$ cat src/rtl/keypad_pkg.sv
`default_nettype none
// ============================================================================
// keypad_pkg : shared register map and defaults for the keypad PIO blocks
// Revision   : 1.0
// ============================================================================
package keypad_pkg;

    localparam logic [1:0] ADDR_DATA     = 2'd0;
    localparam logic [1:0] ADDR_RSVD     = 2'd1;
    localparam logic [1:0] ADDR_IRQ_MASK = 2'd2;
    localparam logic [1:0] ADDR_EDGE_CAP = 2'd3;

    // Column strobe port (output PIO) data register.
    localparam logic [1:0] ADDR_COL_DATA = 2'd0;

    localparam int DEFAULT_DEBOUNCE_CYCLES = 50000;

endpackage : keypad_pkg
`default_nettype wire

$ cat src/rtl/keypad_debounce.sv
`default_nettype none
// ============================================================================
// keypad_debounce : 2-flop synchronizer plus counter debounce for one row line
// Revision        : 1.0
// ============================================================================
module keypad_debounce
    import keypad_pkg::*;
#(
    parameter int DEBOUNCE_CYCLES = DEFAULT_DEBOUNCE_CYCLES
) (
    input  logic clk,
    input  logic reset_n,
    input  logic in_raw,
    output logic stable,
    output logic fall_pulse
);

    localparam int               CNT_W    = $clog2(DEBOUNCE_CYCLES + 1);
    localparam logic [CNT_W-1:0] CNT_LAST = CNT_W'(DEBOUNCE_CYCLES - 1);

    logic             s1_q, s1_d;
    logic             s2_q, s2_d;
    logic             stable_q, stable_d;
    logic [CNT_W-1:0] cnt_q, cnt_d;
    logic             fall_d;

    always_ff @(posedge clk or negedge reset_n) begin
        if (!reset_n) begin
            s1_q     <= 1'b1;
            s2_q     <= 1'b1;
            stable_q <= 1'b1;
            cnt_q    <= '0;
        end else begin
            s1_q     <= s1_d;
            s2_q     <= s2_d;
            stable_q <= stable_d;
            cnt_q    <= cnt_d;
        end
    end

    always_comb begin
        s1_d     = in_raw;
        s2_d     = s1_q;
        stable_d = stable_q;
        cnt_d    = cnt_q;
        fall_d   = 1'b0;
        if (s2_q == stable_q) begin
            cnt_d = '0;
        end else if (cnt_q >= CNT_LAST) begin
            // Count would reach DEBOUNCE_CYCLES on this edge: accept the new level.
            stable_d = s2_q;
            cnt_d    = '0;
            fall_d   = ~s2_q;
        end else begin
            cnt_d = cnt_q + CNT_W'(1);
        end
    end

    assign stable     = stable_q;
    assign fall_pulse = fall_d;

endmodule : keypad_debounce
`default_nettype wire

$ cat src/rtl/keypad_rows_pio.sv
`default_nettype none
// ============================================================================
// keypad_rows_pio : Avalon-MM keypad row input port with debounce and press IRQ
// Revision        : 1.0
// ============================================================================
module keypad_rows_pio
    import keypad_pkg::*;
#(
    parameter int WIDTH           = 4,
    parameter int DEBOUNCE_CYCLES = DEFAULT_DEBOUNCE_CYCLES
) (
    input  logic             clk,
    input  logic             reset_n,
    input  logic [1:0]       address,
    input  logic             chipselect,
    input  logic             write_n,
    input  logic [31:0]      writedata,
    input  logic [WIDTH-1:0] in_port,
    output logic [31:0]      readdata,
    output logic             irq
);

    logic [WIDTH-1:0] stable_vec;
    logic [WIDTH-1:0] fall_vec;

    generate
        for (genvar i = 0; i < WIDTH; i++) begin : g_row
            keypad_debounce #(
                .DEBOUNCE_CYCLES(DEBOUNCE_CYCLES)
            ) u_debounce (
                .clk       (clk),
                .reset_n   (reset_n),
                .in_raw    (in_port[i]),
                .stable    (stable_vec[i]),
                .fall_pulse(fall_vec[i])
            );
        end
    endgenerate

    generate
        if (WIDTH < 32) begin : g_wdata_pad
            logic unused_wdata_hi;
            assign unused_wdata_hi = ^writedata[31:WIDTH];
        end
    endgenerate

    logic [WIDTH-1:0] irq_mask_q, irq_mask_d;
    logic [WIDTH-1:0] edge_cap_q, edge_cap_d;
    logic [31:0]      readdata_q, readdata_d;
    logic             irq_q, irq_d;
    logic             wr_en;
    logic [WIDTH-1:0] clr_vec;

    always_ff @(posedge clk or negedge reset_n) begin
        if (!reset_n) begin
            irq_mask_q <= '0;
            edge_cap_q <= '0;
            readdata_q <= '0;
            irq_q      <= 1'b0;
        end else begin
            irq_mask_q <= irq_mask_d;
            edge_cap_q <= edge_cap_d;
            readdata_q <= readdata_d;
            irq_q      <= irq_d;
        end
    end

    always_comb begin
        wr_en      = chipselect & ~write_n;
        irq_mask_d = irq_mask_q;
        clr_vec    = '0;
        if (wr_en && (address == ADDR_IRQ_MASK)) begin
            irq_mask_d = writedata[WIDTH-1:0];
        end
        if (wr_en && (address == ADDR_EDGE_CAP)) begin
            clr_vec = writedata[WIDTH-1:0];
        end
        // A press accepted on the clearing edge survives the clear.
        edge_cap_d = (edge_cap_q & ~clr_vec) | fall_vec;
        irq_d      = |(edge_cap_q & irq_mask_q);
    end

    always_comb begin
        readdata_d = '0;
        case (address)
            ADDR_DATA:     readdata_d[WIDTH-1:0] = stable_vec;
            ADDR_IRQ_MASK: readdata_d[WIDTH-1:0] = irq_mask_q;
            ADDR_EDGE_CAP: readdata_d[WIDTH-1:0] = edge_cap_q;
            default:       readdata_d = '0;
        endcase
    end

    assign readdata = readdata_q;
    assign irq      = irq_q;

endmodule : keypad_rows_pio
`default_nettype wire

$ cat config.mk
export PLATFORM = sky130hd
export DESIGN_NAME = keypad_rows_pio
export DESIGN_NICKNAME = d
export VERILOG_FILES = /design/src/rtl/keypad_pkg.sv /design/src/rtl/keypad_debounce.sv /design/src/rtl/keypad_rows_pio.sv
export SDC_FILE = /design/constraint.sdc
export NUM_CORES = 1
export LEC_CHECK = 0
export ABC_AREA = 0
export ABC_CLOCK_PERIOD_IN_PS = 2320
export CORE_MARGIN = 5
export CORE_UTILIZATION = 55
export CTS_BUF_LIST = sky130_fd_sc_hd__clkbuf_8
export DETAILED_ROUTE_END_ITERATION = 8
export PLACE_DENSITY_LB_ADDON = 0.25
export SLEW_MARGIN = 25
export SYNTH_ARGS = -nofsm -noshare
export SYNTH_HDL_FRONTEND = slang
export SYNTH_HIERARCHICAL = 1
export SYNTH_SLANG_ARGS = --single-unit
export TNS_END_PERCENT = 20
$ cat constraint.sdc
create_clock -name clk -period 2.32 [get_ports clk]
set_input_delay 0.464 -clock clk [delete_from_list [all_inputs] [get_ports clk]]
set_output_delay 0.464 -clock clk [all_outputs]
set_load 0.01 [all_outputs]
# == Yosys cells after proc, flatten, opt, wreduce, memory -nomap -nowiden ==
# Cells that the tools add are included.
# totals
reg_bits,89
input_bits,42
out_inout_bits,33
wordCells,74
# classes
n_addsub,4
n_lt_le_gt_ge,4
eq_ne,6
muxes,18
bitwise_logic,14
reduce_logical,8
# op_table
cell,count
16-bit 2-to-1 mux,8
16-bit by 1-bit adder with 16-bit output (second input constant),4
16-bit >= comparator (second input constant),4
4-bit one-hot mux with 3 select lines,1
1-bit inverter,9
4-bit bitwise AND,2
1-bit 2-to-1 mux,8
2-bit AND reduction,4
1-bit equality test,4
2-bit equality test (second input constant),2
4-bit 2-to-1 mux,1
4-bit inverter,1
4-bit OR,1
4-bit OR reduction,1
1-bit logical AND,2
2-bit logical NOT,1
1-bit bitwise AND,1

# == Depth between registers and ports, before layout ==
# Gate-level depths: netlist of the first run.
# logic_depth
word_depth,7
depth_mapped,7
ltp_nobuf,7

# == Hierarchy ==
# Netlist of the first run, hierarchy kept.
# by_module_without_submodules
mod,n_inst,cells_each,area_per_inst_um2,seq_area_each_um2
keypad_debounce,4,90,960.9,479.2
keypad_rows_pio,1,77,802.0,325.3

# == Worst setup path after synthesis of the first run ==
# OpenSTA, ideal clock, no wires.
# synth_path
path_kind,register to register
startpoint,register g_row[0].u_debounce.cnt_q[0]
endpoint,register edge_cap_q[0]
setup_ps,82
t_arrival_ps,1696
t_required_ps,2238
setup_slack_ps,542
path_stages_with_launch,8
n_path_buf,0
period_less_slack_ps,1778
path_cell_list,dfrtp_1 -> ha_1 -> nand3_1 -> a2111oi_2 -> nor2_1 -> nor3b_1 -> inv_1 -> a31oi_1
# synth_via
elab_chain_cells,4
# synth_rtl
element,line,source
"start, declared",keypad_debounce.sv:24,"logic [CNT_W-1:0] cnt_q, cnt_d;"
"start signal, assigned",keypad_debounce.sv:37,cnt_q <= cnt_d;
16-bit >= comparator,keypad_debounce.sv:49,end else if (cnt_q >= CNT_LAST) begin
1-bit 2-to-1 mux,keypad_debounce.sv:49,
1-bit 2-to-1 mux,keypad_debounce.sv:47,if (s2_q == stable_q) begin
net fall_vec[0],keypad_rows_pio.sv:24,logic [WIDTH-1:0] fall_vec;
4-bit OR,keypad_rows_pio.sv:79,edge_cap_d = (edge_cap_q & ~clr_vec) | fall_vec;
net edge_cap_d[0],keypad_rows_pio.sv:48,"logic [WIDTH-1:0] edge_cap_q, edge_cap_d;"
"end signal, assigned",keypad_rows_pio.sv:62,edge_cap_q <= edge_cap_d;
"end, declared",keypad_rows_pio.sv:48,
# The timed path passes the listed nets, and every way through them passes these cells.
# A chain may end at the register's enable or synchronous reset.

# == Worst setup path after layout of the first run ==
# layout_path
startpoint,register g_row[3].u_debounce.cnt_q[0]
endpoint,register edge_cap_q[3]
# layout_via
elab_chain_cells,4
# layout_rtl
element,line
"start, declared",keypad_debounce.sv:24
"start signal, assigned",keypad_debounce.sv:37
16-bit >= comparator,keypad_debounce.sv:49
1-bit 2-to-1 mux,keypad_debounce.sv:49
1-bit 2-to-1 mux,keypad_debounce.sv:47
net fall_vec[3],keypad_rows_pio.sv:24
4-bit OR,keypad_rows_pio.sv:79
net edge_cap_d[3],keypad_rows_pio.sv:48
# The timed path passes the listed nets, and every way through them passes these cells.

==> impl_metrics.sql, run 1 <==
INSERT INTO impl_metrics (metric_group, metric, value, unit) VALUES
('run_status', 'status', 'complete, no violations', ''),
('cells_and_area', 'post_route_cells_drive_above_1_share', '20.9', '%'),
('synth', 'sequential_fraction_of_the_synthesis_area', '48.3', '%'),
('sta', 'finClkSkew', '0.00672', 'ns'),
('cts', 'cts.sink_count', '89', ''),
('sta', 'report.final.setup_viol', '0', ''),
('cts', 'cts-resized-gates', '0', ''),
('global_routing', 'grt_max_degree', '51', ''),
('route', 'wl_per_cell', '13.9', 'microns'),
('critical_path', 'setup.worst_path.class', 'reg2reg', ''),
('global_routing', 'grt.total_usage', '16.6', '%'),
('cells_and_area', 'n_antenna_cell', '0', ''),
('cells_and_area', 'most-common-layout-cells', '77 x dfrtp_1, 48 x xnor2_1, 44 x nor2_1', ''),
('synth', 'yosys.cell_types.count', '31', ''),
('synth', 'netlist_instances', '437', ''),
('global_routing', 'grt_overflow', '0', ''),
('cts', 'hold_buffers', '0', ''),
('cts', 'post-cts-setup-buffer-count', '0', ''),
('die', 'ioPinCount', '75', ''),
('synth', 'post_synth_instance_area', '4650', 'sq um'),
('sta', 'final-max-slew-violation-count', '0', ''),
('die', 'die_x', '102', 'microns'),
('global_routing', 'grt_pass1_vias', '3077', ''),
('pwr', 'p_leak', '0.00196', 'uW'),
('sta', 'timing.fmax', '494', 'MHz'),
('sta', 'slew_hr', '66.1', '%'),
('critical_path', 'cp_max_fo', '6', ''),
('placed_design', 'gp_routability_congestion', '0.835', ''),
('pwr', 'power_density_of_the_placed_cells', '632', 'nW/um^2'),
('cts', 'clk-insertion-delay-late', '0.35', 'ns'),
('sta', 'worstMarginPinSlew', '0.509', 'ns'),
('synth', 'postSynthAreaPerCell', '10.6', 'sq um'),
('die', 'vert_die_dim', '102', 'microns'),
('die', 'initial_util', '56.5', '%'),
('sta', 'final.period_utilization', '87.3', '%'),
('route', 'post-route-drc-count', '0', ''),
('cts', 'clk_pin_slew', '0.09', 'ns'),
('global_routing', 'antenna_found_initial', '0', ''),
('sta', 'fin_crit', '2.03', 'ns'),
('route', 'route.antenna.remaining_nets', '0', ''),
('die', 'std_cell_core_area', '8220', 'sq um'),
('cells_and_area', 'layout.cells.most_common', 'dfrtp_1', ''),
('die', 'row_count', '33', ''),
('cts', 'clk_root_buffer_cell', 'clkbuf_8', ''),
('route', 'drtPass1Iterations', '4', ''),
('die', 'dieArea', '10400', 'sq um'),
('route', 'first_iter_violations', '75', ''),
('critical_path', 'worst_ep_arrival_time', '2.29', 'ns'),
('critical_path', 'cp_data_required_time', '2.59', 'ns'),
('sta', 'finalSetupTns', '0', 'ns'),
('cells_and_area', 'synthToLayoutAreaGrowth', '8.91', '%'),
('cts', 'deepest_clock_path_buffer_count', '2', ''),
('sta', 'holdWs', '0.0719', 'ns'),
('cts', 'tritoncts', 'done', ''),
('critical_path', 'start_kind', 'flop', ''),
('placed_design', 'io_buffer_count', '18', ''),
('global_routing', 'grt_pass1_wl', '13900', 'microns'),
('route', 'num_vias', '3044', ''),
('placed_design', 'hpwlAfterDp', '5780', 'microns'),
('critical_path', 'timing.critical_path.to_type', 'flop', ''),
('placed_design', 'preCtsSetupSlack', '0.337', 'ns'),
('cells_and_area', 'layout.cells.non_filler', '579', ''),
('route', 'vias_per_cell', '5.26', ''),
('sta', 'postLayoutSetupSlackWorst', '0.295', 'ns'),
('route', 'total_wirelength_of_the_detailed_routed_design', '8070', 'microns'),
('placed_design', 'dp_cells', '563', ''),
('cells_and_area', 'fin_nets', '515', ''),
('cts', 'cts-buffers-inserted', '9', ''),
('cells_and_area', 'final_cell_area', '5060', 'sq um'),
('synth', 'synth_seq_cells', '89', ''),
('cts', 'cts_htree_levels', '3', ''),
('placed_design', 'placedInstanceArea', '4820', 'sq um'),
('flow_run', 'max_cap_viol_count', '0', ''),
('synth', 'ys_warn_count', '6', ''),
('sta', 'final_hold_viol_count', '0', ''),
('sta', 'rsz0062_at_grt', 'no', ''),
('pwr', 'peakVddDrop', '0.566', 'mV'),
('min_path', 'min-delay-path-class', 'in2async', '');
## sequential cells by signal, indices dropped and copies added (netlist names)
register and flops:
g_row.u_debounce/cnt_q 64, edge_cap_q 4, g_row.u_debounce/s1_q 4, g_row.u_debounce/s2_q 4
g_row.u_debounce/stable 4, irq_mask_q 4, readdata 4, irq 1
## per-layer routing
metal / wire [microns] / GRT usage, % / share of wire, % / vias to the layer above
met5: 0 / 0 / 0 / -
met4: 78 / 5.45 / 0.97 / 0
met3: 295 / 4.03 / 3.7 / 6
met2: 4060 / 27.9 / 50 / 52
met1: 3630 / 21.1 / 45 / 1493
li1: - / - / - / 1493
## cell usage after synthesis
| library cell | n | area [sq um] |
|---|---|---|
| o21ai_0 | 4 | 20.0 |
| buf_12 | 4 | 80.1 |
| and4bb_4 | 1 | 16.3 |
| buf_4 | 28 | 210 |
| nor2_2 | 32 | 200 |
| nand3_1 | 28 | 140 |
| mux2i_1 | 4 | 40.0 |
| buf_6 | 6 | 67.6 |
| and4b_1 | 1 | 10.0 |
| nand4_1 | 12 | 75.1 |
| inv_1 | 12 | 45.0 |
| conb_1 | 1 | 3.75 |
| or3b_1 | 4 | 35.0 |
| dfstp_2 | 12 | 315 |
| a22oi_1 | 2 | 15.0 |
| mux2_2 | 4 | 45.0 |
| mux2_4 | 4 | 60.1 |
| xnor2_1 | 48 | 420 |
| nor4_2 | 4 | 50.1 |
| a2111oi_2 | 4 | 60.1 |
| nor3_1 | 20 | 100 |
| xor2_1 | 12 | 105 |
| nor2_1 | 44 | 165 |
| ha_1 | 4 | 50.1 |
| and3_1 | 4 | 25.0 |
| dfrtp_1 | 77 | 1930 |
| nand2_1 | 25 | 93.8 |
| nor2_4 | 8 | 90.1 |
| a31oi_1 | 4 | 25.0 |
| nor4_1 | 20 | 125 |
| nor3b_1 | 4 | 30.0 |
## final timing paths
path | startpoint | endpoint | slack, ns | depth (start not counted)
max in group asynchronous | reset_n | g_row[0].u_debounce/s2_q$_DFF_PN1_ | 1.54 | 2
min in group clk | g_row[3].u_debounce/s1_q$_DFF_PN1_ | g_row[3].u_debounce/s2_q$_DFF_PN1_ | 0.36 | 0
worst max register to register | g_row[3].u_debounce/cnt_q[0]$_DFF_PN0_ | edge_cap_q[3]$_DFF_PN0_ | 0.29 | 7
worst min-delay path | reset_n | g_row[3].u_debounce/cnt_q[10]$_DFF_PN0_ | 0.07 | 1
worst max-delay path | g_row[3].u_debounce/cnt_q[0]$_DFF_PN0_ | edge_cap_q[3]$_DFF_PN0_ | 0.29 | 7
worst min register to register | g_row[3].u_debounce/s1_q$_DFF_PN1_ | g_row[3].u_debounce/s2_q$_DFF_PN1_ | 0.36 | 0
## layout make-up
class	instances	area (sq um)
Clock buffer	10	138
Clock inverter	6	106
Fill cell	710	3160
Inverter	12	45.0
Multi-Input combinational cell	325	2100
Sequential cell	89	2240
Tap cell	105	131
Timing Repair Buffer	32	295
## cells by family after synthesis
logic type                 after synthesis  share of synthesized area (%)
other                                    1                         0.0807
xor gates and xnor gates                60                           11.3
adders and majority gates                4                           1.08
DFF                                     89                           48.3
AOI/OAI and AO/OA                       14                           2.59
muxes                                   12                           3.12
buffers and inverters                   50                           8.67
and+or+nand+nor                        207                           24.9
## per-stage QoR
step | util (%) | power (uW)
after CTS | 61.6 | 3240
after detailed placement | 58.6 | 1970
final | 61.6 | 3200
after global routing | 61.6 | 3340
after floorplan | - | 1890
after global placement | 58.6 | 1960
## worst max-delay path, cell delays in order, from the launching register on
cell,delay (ns)
dfrtp_1,0.47
ha_1,0.22
nand3_1,0.14
a2111oi_2,0.41
nor2_1,0.14
nor3b_1,0.31
inv_1,0.09
a31oi_1,0.16
## power breakdown
part / switching (uW) / leakage, uW / total, uW / internal (uW)
Sequential: 60.6 / 0.00118 / 1680 / 1620
Clock: 518 / 0.000124 / 1260 / 739
Combinational: 135 / 0.000662 / 255 / 119
Total: 714 / 0.00196 / 3200 / 2480
No activity file was read; power rests on OpenSTA's default activity.
==> run 2, diff against run 1 <==
Settings changed: CORE_MARGIN 5 to 2.
==> run 2 against run 1 <==
  * Critical path type unchanged
  * Sequential power about the same
  * Critical path depth stayed put
  * Flip-flop and latch count unchanged
  * First-iteration DRC count grew 1.3%
  * Register-to-register slack improved by 0.12 ns
  * Global-route usage increased by 1.8 points
==> impl_metrics.sql, run 2 (synthesis gave the netlist of run 1 again) <==
INSERT INTO impl_metrics (metric_group, metric, value, unit) VALUES
('critical_path', 'worstRegToRegCells', '7', ''),
('cells_and_area', 'largest_register_ff_count', '64', ''),
('route', 'total_wirelength_of_the_detailed_routed_design', '7460', 'microns'),
('die', 'row_count', '33', ''),
('route', 'wl_per_cell', '12.9', 'microns'),
('cts', 'tritoncts', 'done', ''),
('route', 'drtPass1Iterations', '4', ''),
('cts', 'post-cts-setup-buffer-count', '0', ''),
('route', 'route.antenna.remaining_nets', '0', ''),
('critical_path', 'setup.worst_path.class', 'reg2reg', ''),
('global_routing', 'grt_pass1_wl', '13200', 'microns'),
('sta', 'timing.fmax', '524', 'MHz'),
('min_path', 'min-delay-path-class', 'in2async', ''),
('cts', 'cts.sink_count', '89', ''),
('cts', 'cts_htree_levels', '3', ''),
('pwr', 'power_density_of_the_placed_cells', '572', 'nW/um^2'),
('die', 'std_cell_core_area', '8220', 'sq um'),
('critical_path', 'regToRegEndpoint', 'edge_cap_q[2]$_DFF_PN0_', ''),
('cells_and_area', 'n_antenna_cell', '0', ''),
('cells_and_area', 'n_fill_cell', '700', ''),
('sta', 'final.period_utilization', '82.3', '%'),
('cells_and_area', 'max_flop_register', 'g_row.u_debounce/cnt_q', ''),
('placed_design', 'preCtsSetupSlack', '0.449', 'ns'),
('die', 'vert_die_dim', '95.9', 'microns'),
('placed_design', 'hpwlAfterDp', '5470', 'microns'),
('critical_path', 'cp_max_fo', '6', ''),
('pwr', 'total_switching_power', '729', 'uW'),
('critical_path', 'start_kind', 'flop', ''),
('cts', 'deepest_clock_path_buffer_count', '2', ''),
('cells_and_area', 'post_route_cells_drive_above_1_share', '21.3', '%'),
('cts', 'clk_pin_slew', '0.09', 'ns'),
('die', 'initial_util', '56.5', '%'),
('cells_and_area', 'most-common-layout-cells', '77 x dfrtp_1, 48 x xnor2_1, 44 x nor2_1', ''),
('sta', 'postLayoutSetupSlackWorst', '0.411', 'ns'),
('cts', 'hold_buffers', '0', ''),
('pwr', 'cell_internal_pwr', '2130', 'uW'),
('critical_path', 'regToRegSetupSlack', '0.41', 'ns'),
('critical_path', 'crit_start', 'g_row[2].u_debounce/cnt_q[0]$_DFF_PN0_', ''),
('global_routing', 'grt_max_degree', '40', ''),
('sta', 'report.final.setup_viol', '0', ''),
('pwr', 'clock_power_share', '32.4', '%'),
('sta', 'fin_crit', '1.91', 'ns'),
('die', 'dieArea', '9200', 'sq um'),
('pwr', 'peakVddDrop', '0.360', 'mV'),
('route', 'num_vias', '3030', ''),
('die', 'die_x', '95.9', 'microns'),
('sta', 'final_hold_viol_count', '0', ''),
('critical_path', 'worst_ep_arrival_time', '2.18', 'ns'),
('cells_and_area', 'fin_nets', '517', ''),
('route', 'post-route-drc-count', '0', ''),
('route', 'first_iter_violations', '76', ''),
('cells_and_area', 'layout.cells.most_common', 'dfrtp_1', ''),
('placed_design', 'gp_routability_congestion', '0.803', ''),
('pwr', 'swShare', '25.5', '%'),
('cts', 'clk-insertion-delay-late', '0.36', 'ns'),
('global_routing', 'grt.total_usage', '18.3', '%'),
('placed_design', 'io_buffer_count', '18', ''),
('die', 'ioPinCount', '75', ''),
('critical_path', 'timing.critical_path.to_type', 'flop', ''),
('route', 'vias_per_cell', '5.22', ''),
('cells_and_area', 'synthToLayoutAreaGrowth', '7.57', '%'),
('global_routing', 'grt_overflow', '0', ''),
('critical_path', 'critical_path.endpoint', 'edge_cap_q[2]$_DFF_PN0_', ''),
('sta', 'rsz0062_at_grt', 'no', ''),
('critical_path', 'worst_r2r_src', 'g_row[2].u_debounce/cnt_q[0]$_DFF_PN0_', ''),
('cts', 'clk_root_buffer_cell', 'clkbuf_8', ''),
('pwr', 'p_leak', '0.00193', 'uW'),
('sta', 'finalSetupTns', '0', 'ns'),
('pwr', 'p_seq_share', '58.7', '%'),
('global_routing', 'grt_pass1_vias', '2919', ''),
('flow_run', 'max_cap_viol_count', '0', ''),
('cts', 'cts-buffers-inserted', '9', ''),
('pwr', 'share_comb_of_total_power', '8.9', '%'),
('run_status', 'status', 'complete, no violations', ''),
('global_routing', 'antenna_found_initial', '0', ''),
('critical_path', 'cp_data_required_time', '2.59', 'ns'),
('sta', 'final-max-slew-violation-count', '0', ''),
('cts', 'cts-resized-gates', '0', ''),
('sta', 'finClkSkew', '0.0110', 'ns');
[run 2: cell types whose count changed in the layout (fill, tap and decap cells not counted), sizes merged]
cell and delta:
buf +2, bufinv -3, clkbuf -1, clkinv +1, clkinvlp +1, inv +1
[run 2: metrics by stage]
step                      hold slack, ns  cell area [sq um]  instances  utilization (%)  total power, uW
final                             0.0538               5000        580             60.8             2860
after global routing              0.0848               5000        580             60.8             3010
after CTS                         0.0639               5000        580             60.8             2910
after detailed placement           0.347               4830        565             58.8             1970
after global placement             0.346               4830        565             58.8             1960
after floorplan                    0.168               4750        464                -             1890
[run 2: critical path, stage by stage (launching register included)]
cell       delay (ns)
dfrtp_1          0.45
ha_1             0.21
nand3_1          0.13
a2111oi_2        0.39
nor2_1           0.13
nor3b_1          0.27
inv_1            0.08
a31oi_1          0.16
[run 2: per-layer routing]
layer,part of all wire (%),global-route usage (%),vias up
met5,0,0,-
met4,1.2,6.79,0
met3,2.8,3.76,10
met2,49,30.2,49
met1,47,23.9,1477
li1,-,-,1494
[run 2: cell type report]
| type | count | area [sq um] | area share [%] |
|---|---|---|---|
| multi-input combinational | 325 | 2100 | 42.1 |
| sequential | 89 | 2240 | 44.9 |
| clock inverter | 6 | 42.5 | 0.851 |
| clock buffer | 9 | 124 | 2.48 |
| tap | 105 | 131 | 2.63 |
| timing repair buffer | 34 | 310 | 6.21 |
| inverter | 12 | 45.0 | 0.901 |
[run 2: how the worst min path moves through the flow]
stage,start,cells past startpoint,slack (ns),to
5_1_grt,reset_n,1,0.08,g_row[1].u_debounce/cnt_q[6]$_DFF_PN0_
3_5_place_dp,g_row[1].u_debounce/s1_q$_DFF_PN1_,0,0.35,g_row[1].u_debounce/s2_q$_DFF_PN1_
6_report,reset_n,1,0.05,g_row[1].u_debounce/cnt_q[6]$_DFF_PN0_
2_1_floorplan,reset_n,0,0.17,edge_cap_q[0]$_DFF_PN0_
4_1_cts,reset_n,1,0.06,g_row[1].u_debounce/cnt_q[6]$_DFF_PN0_
3_3_place_gp,g_row[1].u_debounce/s1_q$_DFF_PN1_,0,0.35,g_row[1].u_debounce/s2_q$_DFF_PN1_
[run 2: power by group through the flow]
stage | logic, uW | clock network (uW) | registers (uW)
global route | 288 | 1040 | 1690
global placement | 256 | 0 | 1710
detailed placement | 258 | 0 | 1710
CTS | 259 | 973 | 1680
finish | 254 | 926 | 1680
floorplan | 189 | 0 | 1700
==> run 3, diff against run 2 <==
Settings changed: ABC_CLOCK_PERIOD_IN_PS 2320 to 1800.
Clock period 2.32 ns to 1.8 ns, I/O delays scaled along.
==> run 3 against run 2 <==
  * Power grew 28%
  * Critical path depth shrank 2
  * Design area grew 2.5%
  * Die area is the same
  * Clock skew shrank 0.0011 ns
  * Critical endpoint is now g_row[3].u_debounce/cnt_q[3]$_DFF_PN0_
==> impl_metrics.sql, run 3 (synthesis gave the netlist of run 1 again) <==
INSERT INTO impl_metrics (metric_group, metric, value, unit) VALUES
('placed_design', 'io_buffer_count', '18', ''),
('die', 'vert_die_dim', '95.9', 'microns'),
('global_routing', 'grt.met3_usage', '2.98', '%'),
('run_status', 'status', 'complete, no violations', ''),
('sta', 'holdWs', '0.359', 'ns'),
('cells_and_area', 'layout.cells.most_common', 'dfrtp_1', ''),
('cts', 'tritoncts', 'done', ''),
('placed_design', 'gp_routability_congestion', '0.815', ''),
('critical_path', 'cp_max_fo', '15', ''),
('critical_path', 'cp_data_required_time', '2.07', 'ns'),
('critical_path', 'timing.critical_path.to_type', 'flop', ''),
('die', 'row_count', '33', ''),
('global_routing', 'grt_pass1_wl', '13900', 'microns'),
('global_routing', 'grt_pass1_vias', '3106', ''),
('critical_path', 'worst_ep_arrival_time', '1.95', 'ns'),
('die', 'ioPinCount', '75', ''),
('critical_path', 'start_kind', 'flop', ''),
('cells_and_area', 'most-common-layout-cells', '77 x dfrtp_1, 48 x xnor2_1, 43 x nor2_1', ''),
('route', 'vias_per_cell', '5.19', ''),
('sta', 'report.final.setup_viol', '0', ''),
('placed_design', 'hpwlAfterDp', '5700', 'microns'),
('critical_path', 'worst_path_dominant_cell_family', 'simple AND/OR/NAND/NOR gates', ''),
('min_path', 'min-delay-path-class', 'reg2reg', ''),
('global_routing', 'busiest_layer', 'met2', ''),
('sta', 'final_hold_viol_count', '0', ''),
('pwr', 'peakVddDrop', '0.459', 'mV'),
('placed_design', 'dp_cells', '573', ''),
('cts', 'post-cts-setup-buffer-count', '0', ''),
('cells_and_area', 'post_route_cells_drive_above_1_share', '22.7', '%'),
('route', 'first_iter_violations', '91', ''),
('cells_and_area', 'largest_register_ff_count', '64', ''),
('pwr', 'power_density_of_the_placed_cells', '713', 'nW/um^2'),
('cts', 'deepest_clock_path_buffer_count', '2', ''),
('cts', 'clk-insertion-delay-late', '0.34', 'ns'),
('global_routing', 'grt_overflow', '0', ''),
('die', 'dieArea', '9200', 'sq um'),
('route', 'route.antenna.remaining_nets', '0', ''),
('critical_path', 'worst_path_largest_cell_delay', '0.44', 'ns'),
('route', 'post-route-drc-count', '0', ''),
('sta', 'fin_crit', '1.68', 'ns'),
('sta', 'final.period_utilization', '93.3', '%'),
('cells_and_area', 'max_flop_register', 'g_row.u_debounce/cnt_q', ''),
('cells_and_area', 'n_antenna_cell', '0', ''),
('global_routing', 'grt_max_degree', '40', ''),
('critical_path', 'worstPathCellList', 'nor3_1 > a2111oi_4 > or3b_1 > buf_4 > nor2_1', ''),
('global_routing', 'gr-usage-met1', '25.3', '%'),
('route', 'num_vias', '3060', ''),
('sta', 'rsz0062_at_grt', 'yes', ''),
('cts', 'cts-buffers-inserted', '9', ''),
('route', 'total_wirelength_of_the_detailed_routed_design', '7680', 'microns'),
('route', 'wl_per_cell', '13.0', 'microns'),
('cells_and_area', 'synthToLayoutAreaGrowth', '10.3', '%'),
('critical_path', 'critical_path.n_buffers_inverters', '1', ''),
('flow_run', 'max_cap_viol_count', '0', ''),
('die', 'std_cell_core_area', '8220', 'sq um'),
('sta', 'timing.fmax', '595', 'MHz'),
('global_routing', 'antenna_found_initial', '0', ''),
('route', 'drtPass1Iterations', '4', ''),
('die', 'initial_util', '56.5', '%'),
('sta', 'finClkSkew', '0.00995', 'ns'),
('cts', 'clk_pin_slew', '0.08', 'ns'),
('global_routing', 'grt.total_usage', '19.3', '%'),
('global_routing', 'global_route.usage.met2', '32.3', '%'),
('sta', 'final-max-slew-violation-count', '0', ''),
('cts', 'clk_root_buffer_cell', 'clkbuf_8', ''),
('critical_path', 'worst_path_max_delay_cell', 'dfrtp_1', ''),
('cells_and_area', 'layout.cells.non_filler', '590', ''),
('critical_path', 'setup.worst_path.class', 'reg2reg', ''),
('pwr', 'p_leak', '0.00200', 'uW'),
('cts', 'cts.sink_count', '89', ''),
('cells_and_area', 'fin_nets', '526', ''),
('cts', 'cts_htree_levels', '3', ''),
('die', 'die_x', '95.9', 'microns');
## run 3: cell count changes in the layout (fill, tap and decap cells not counted), moves of 3 or more
cell	previous run	this run
nor3b_1	4	0
nor3b_2	0	4
a2111oi_2	4	1
inv_1	12	17
a2111oi_4	0	3
buf_4	16	24
## run 3: final timing paths
kind | endpoint | cells past startpoint | startpoint | slack, ns
max | g_row[3].u_debounce/cnt_q[3]$_DFF_PN0_ | 5 | g_row[3].u_debounce/cnt_q[7]$_DFF_PN0_ | 0.12
min | g_row[0].u_debounce/s2_q$_DFF_PN1_ | 0 | g_row[0].u_debounce/s1_q$_DFF_PN1_ | 0.36
max reg2reg | g_row[3].u_debounce/cnt_q[3]$_DFF_PN0_ | 5 | g_row[3].u_debounce/cnt_q[7]$_DFF_PN0_ | 0.12
min reg2reg | g_row[0].u_debounce/s2_q$_DFF_PN1_ | 0 | g_row[0].u_debounce/s1_q$_DFF_PN1_ | 0.36
max in group asynchronous | g_row[3].u_debounce/s1_q$_DFF_PN1_ | 3 | reset_n | 0.67
min in group asynchronous | g_row[2].u_debounce/cnt_q[14]$_DFF_PN0_ | 2 | reset_n | 0.49
## run 3: per-layer routing
layer  share of wire, %  wire [microns]
met1                 46            3510
met2                 50            3820
met3                3.2             245
met4                1.3              96
met5                  0               0
## run 3: repair_timing
item	CTS	global route
setup endpoints to repair	1	4
gates cloned	0	0
gates resized for setup	1	7
hold endpoints to repair	21	0
hold buffers	1	0
pin swaps	0	0
## run 3: metrics by stage
step	worst slack (ns)	instance area, sq um	setup TNS [ns]	power [uW]	utilization [%]
after detailed placement	0.00911	4890	0	2560	59.5
after CTS	0.0672	5070	0	3720	61.7
final	0.120	5120	0	3650	62.3
after global placement	0.113	4890	0	2550	59.5
after floorplan	0.0221	4750	0	2440	-
after global routing	-0.0522	5120	-0.0927	3850	62.3
## run 3: power by group
part,internal (uW),switching [uW]
clock,513,617
combinational,177,195
sequential,2090,57.4
total,2780,870
## run 3: cell type report
cell class	instances	area, sq um
inverters	12	45.0
multi-input cells	325	2160
fillers	697	3090
clock inverters	6	23.8
flip-flops and latches	89	2240
repair buffers	43	380
clock buffers	10	138
well taps	105	131
